### config.mk
export PLATFORM = sky130hd
export DESIGN_NAME = aesl_deadlock_group_monitor
export DESIGN_NICKNAME = d
export VERILOG_FILES = /design/src/rtl/aesl_deadlock_group_monitor.sv
export SDC_FILE = /design/constraint.sdc
export NUM_CORES = 1
export LEC_CHECK = 0
export CELL_PAD_IN_SITES_DETAIL_PLACEMENT = 0
export CELL_PAD_IN_SITES_GLOBAL_PLACEMENT = 1
export CORE_AREA = 2 2 102 104
export DETAILED_ROUTE_END_ITERATION = 8
export DIE_AREA = 0 0 104 106
export HOLD_SLACK_MARGIN = 0.05
export PLACE_DENSITY = 0.79
export SETUP_SLACK_MARGIN = 0.15
export SYNTH_ARGS = -nofsm -noshare
export SYNTH_HDL_FRONTEND = slang
export SYNTH_SLANG_ARGS = --single-unit
### constraint.sdc
create_clock -name clock -period 2.6 [get_ports clock]
set_input_delay 0.26 -clock clock [delete_from_list [all_inputs] [get_ports clock]]
set_output_delay 0.26 -clock clock [all_outputs]
set_load 0.03 [all_outputs]
### src/rtl/aesl_deadlock_group_monitor.sv
// Grouped deadlock monitor for the C/RTL co-sim bench: persistence-filtered
// block detection with sticky reporting, first-event capture and group masking.

module aesl_dgm_group #(
  parameter int CH = 2
) (
  input  logic [CH-1:0] axis_blk,
  input  logic [CH-1:0] idle,
  input  logic          en,
  output logic          grp_blk
);
  // A group is stuck when some channel is blocked while not every instance is idle.
  assign grp_blk = en & (|axis_blk) & ~(&idle);
endmodule

module aesl_deadlock_group_monitor #(
  parameter int NUM_AXIS   = 4,
  parameter int NUM_GROUPS = 2,
  parameter int NUM_INST   = 1,
  parameter int THRESH     = 16,
  parameter int CNT_W      = 8,
  parameter int TS_W       = 32,
  parameter int GID_W      = 1
) (
  input  logic                  clock,
  input  logic                  reset,
  input  logic [NUM_AXIS-1:0]   axis_block_sigs,
  input  logic [NUM_AXIS-1:0]   inst_idle_sigs,
  input  logic [NUM_INST-1:0]   inst_block_sigs,
  input  logic [NUM_GROUPS-1:0] group_enable,
  input  logic                  clear,
  output logic [NUM_AXIS-1:0]   axis_block_info,
  output logic                  block,
  output logic                  block_sticky,
  output logic [GID_W-1:0]      first_group,
  output logic [TS_W-1:0]       first_ts
);
  localparam int CH = NUM_AXIS / NUM_GROUPS;

  typedef enum logic [1:0] {IDLE, PEND, BLOCKED} state_t;

  state_t                          state, state_nxt;
  logic [CNT_W-1:0]                cnt, cnt_nxt;
  logic [TS_W-1:0]                 ts;
  logic [NUM_GROUPS-1:0][CH-1:0]   axis_g, idle_g;
  logic [NUM_GROUPS-1:0]           grp_blk;
  logic [NUM_AXIS-1:0]             en_mask;
  logic [GID_W-1:0]                low_grp;
  logic                            cand, enter;

  assign axis_g = axis_block_sigs;
  assign idle_g = inst_idle_sigs;

  for (genvar g = 0; g < NUM_GROUPS; g++) begin : g_grp
    aesl_dgm_group #(.CH(CH)) u_grp (
      .axis_blk (axis_g[g]),
      .idle     (idle_g[g]),
      .en       (group_enable[g]),
      .grp_blk  (grp_blk[g])
    );
    assign en_mask[g*CH +: CH] = {CH{group_enable[g]}};
  end

  assign cand = (|grp_blk) | (|inst_block_sigs);

  // Descending scan so the lowest blocked group wins.
  always_comb begin
    low_grp = '0;
    for (int g = NUM_GROUPS - 1; g >= 0; g--)
      if (grp_blk[g]) low_grp = GID_W'(g);
  end

  always_comb begin
    state_nxt = state;
    cnt_nxt   = cnt;
    case (state)
      IDLE: if (cand) begin
        cnt_nxt   = CNT_W'(1);
        state_nxt = (THRESH == 1) ? BLOCKED : PEND;
      end
      PEND: if (!cand) begin
        state_nxt = IDLE;
        cnt_nxt   = '0;
      end else begin
        cnt_nxt = cnt + CNT_W'(1);
        if (cnt_nxt == CNT_W'(THRESH)) state_nxt = BLOCKED;
      end
      BLOCKED: if (!cand) begin
        state_nxt = IDLE;
        cnt_nxt   = '0;
      end
      default: begin
        state_nxt = IDLE;
        cnt_nxt   = '0;
      end
    endcase
    // Clear overrides any entry into BLOCKED on this edge.
    if (clear) begin
      state_nxt = IDLE;
      cnt_nxt   = '0;
    end
  end

  assign enter = (state != BLOCKED) && (state_nxt == BLOCKED);
  assign block = (state == BLOCKED);

  always_ff @(posedge clock or posedge reset) begin
    if (reset) begin
      state           <= IDLE;
      cnt             <= '0;
      ts              <= '0;
      axis_block_info <= '0;
      block_sticky    <= 1'b0;
      first_group     <= '0;
      first_ts        <= '0;
    end else begin
      state <= state_nxt;
      cnt   <= cnt_nxt;
      if (ts != '1) ts <= ts + TS_W'(1);
      axis_block_info <= (state_nxt == BLOCKED) ? (axis_block_sigs & en_mask) : '0;
      if (clear) begin
        block_sticky <= 1'b0;
        first_group  <= '0;
        first_ts     <= '0;
      end else if (enter && !block_sticky) begin
        block_sticky <= 1'b1;
        first_group  <= low_grp;
        first_ts     <= ts;
      end
    end
  end
endmodule

==> metrics <==
most frequent standard cell in the layout excluding fill and tap cells dfrtp_1; Num Clock Sinks 80; number of placed instances with taps included around 560; Total Negative Setup Slacks 0 ns; DRT Pass-1 Iters 4; via count of the first global-routing pass 2939; PnR worst setup slack approximately 0.55 ns; top library cells by usage in the layout, fill and taps aside 80 x dfrtp_1, 61 x nand3_1, 52 x clkdlybuf4s50_1; dpl hpwl 5.75 mm; worst vdd rail ir drop 0.288 mV; part of the cycle the worst path needs 0.788; core area 0.0100 mm^2; cells resized by post-CTS repair 0; worst relative slew slack 0.557; total routing usage reported by global routing 0.162; result of the run finished clean; remaining global-route overflow 0; Mapped Cells 386; RSZ-0062 raised after global routing no; TritonCTS clock tree built; Inserted Diodes 0; GPL Wtd Cong 0.787; Startpoint Class register; aggregate routed wire length around 8.5 mm; Cell Count, Final, Fillers Out 578; Yosys top cell area share 0.519; Synth Flop Type dfrtp_1; synthesized area divided by synthesized cell count 9.99 um^2; buffer depth of the longest clock path 2; initial antenna violation count 0; Worst EP arrival around 1.8 ns; time the final worst path needs with I/O delays and setup ~2 ns; total power divided by cell area 503 mW/mm^2; transition at the pin with the smallest max-transition slack 0.658 ns; number of flops mapped to enable cells by yosys 0; TritonCTS buffer count 9; clock slew at reported path FFs 0.09 ns; # Max-Cap Violations 0; data required time of the critical path roughly 2.3 ns; Min-Delay Path Class in2async; top area cells in the synthesized netlist dfrtp_1 52%, nand3_1 7.9%, xnor2_1 5.7%; WS Path Type reg2out; number of nets with antenna violations after detailed routing 0; largest area contributor in the netlist dfrtp_1; number of port buffers 52; violation count after the first detailed-route iteration approximately 130; Final Setup Violations 0; Ys Warns 0; netlist area before placement between 0.003 and 0.004 mm^2; family of cells with the greatest summed delay on the critical path buffers and inverters; Placement Rows 37; # DRC 0; number of hold buffers added after cts 0; wire length of the first global-routing pass between 10 and 15 mm; Placement Setup Slack ~0.42 ns; critical path's largest stage delay 0.70 ns; clock root buffer clkbuf_8; growth of design area from synthesis to finish 23.0%; sequential fraction of the synthesis area 0.519; height of the die roughly 110 um; Routed wire per std cell approximately 15 um; post-route core utilization 0.474; FILL cells around 970; DIE AREA between 0.01 and 0.015 mm^2; library cell contributing the largest single delay on the critical path clkdlybuf4s50_1; die boundary width 104 um; number of nets in the layout around 450; share of post-route cells with drive strength above 1 0.0814; leakage power figure 1.95 nW; IO Pins 53; Max Clk Rate slightly below 0.5 GHz; Via density 5.19; top fanout value on the critical path 9; htree depth 3; starting density of the core 0.386; vias after detailed routing 2997; pin count of the biggest net entering global routing between 50 and 60; sum of buffers and inverters on the critical path 1; cell breakdown of the critical path nor2b_1, clkdlybuf4s50_1; count of final max-slew check failures 0; Hold Fails Final Rpt 0; distinct cell type count after synthesis 44; worst skew pair latency 0.35 ns; register bit count reported by yosys 80; Hold Slack 0.308 ns; net count of the mapped netlist about 400; post-CTS setup buffer count 0; worst-case clock skew 0.0167 ns; CP Capture Type primary output; async set or reset register ratio after synthesis 1.00
cells by family (layout without fill, tap and decap cells):
group / after synthesis / after routing / synth area share
flops: 80 / 80 / 0.519
xor+xnor: 33 / 33 / 0.0749
mux: 4 / 4 / 0.0114
buf+inv: 28 / 84 / 0.0370
simple gates: 181 / 181 / 0.258
fa+ha+maj: 2 / 2 / 0.00649
compound gates: 58 / 58 / 0.0931
state kept, by name, indices dropped and copies added, names as in the netlist:
signal           flops
state                2
first_ts            32
block_sticky         1
ts                  32
cnt                  8
first_group          1
axis_block_info      4
final timing paths:
kind                                          from                  to  slack [ns]  depth (start not counted)
max in group asynchronous                    reset              ts[13]        1.57                          3
min in group clock              axis_block_sigs[2]  axis_block_info[2]        0.48                          3
worst max-delay path                      state[1]               block        0.55                          2
worst min register to register               ts[6]               ts[6]        0.50                          1
worst min-delay path                         reset              cnt[2]        0.31                          2
worst max register to register               ts[3]              ts[31]        0.56                          5
per-stage QoR:
stage | total power [mW] | instance area [um^2]
CTS | 2.41 | 4740
floorplan | 1.35 | 3860
global placement | 1.40 | 4520
detailed placement | 1.40 | 4520
finish | 2.39 | 4740
global route | 2.48 | 4740
metal layers:
layer	track usage	part of all wire	vias up
met5	0	0	-
li1	-	-	1456
met3	0.0337	0.036	8
met2	0.260	0.46	61
met1	0.217	0.49	1472
met4	0.0589	0.013	0
synthesized netlist by cell type, drive strengths merged (4+ instances only):
master,n
dfrtp,80
nand3,62
o21ai,35
nand2b,33
xnor2,25
nand2,22
nor2,16
clkbuf,13
buf,10
nand4,10
and3,8
xor2,8
a21oi,7
and4,7
and2,5
inv,5
nor2b,4
nor3,4
o31ai,4
layout make-up:
type | count | area (um^2) | area share
well taps | 136 | 170 | 0.0359
multi-input cells | 278 | 1720 | 0.362
inverters | 5 | 18.8 | 0.00396
repair buffers | 63 | 616 | 0.130
flip-flops and latches | 80 | 2000 | 0.422
clock inverters | 6 | 82.6 | 0.0174
clock buffers | 10 | 138 | 0.0290
power breakdown:
part           internal, mW  switching, mW  leakage [nW]
combinational        0.0453         0.0703         0.737
sequential             1.25        0.00792          1.10
clock                 0.563          0.456         0.112
total                  1.85          0.534          1.95
Power figures use the tool's default switching activity.
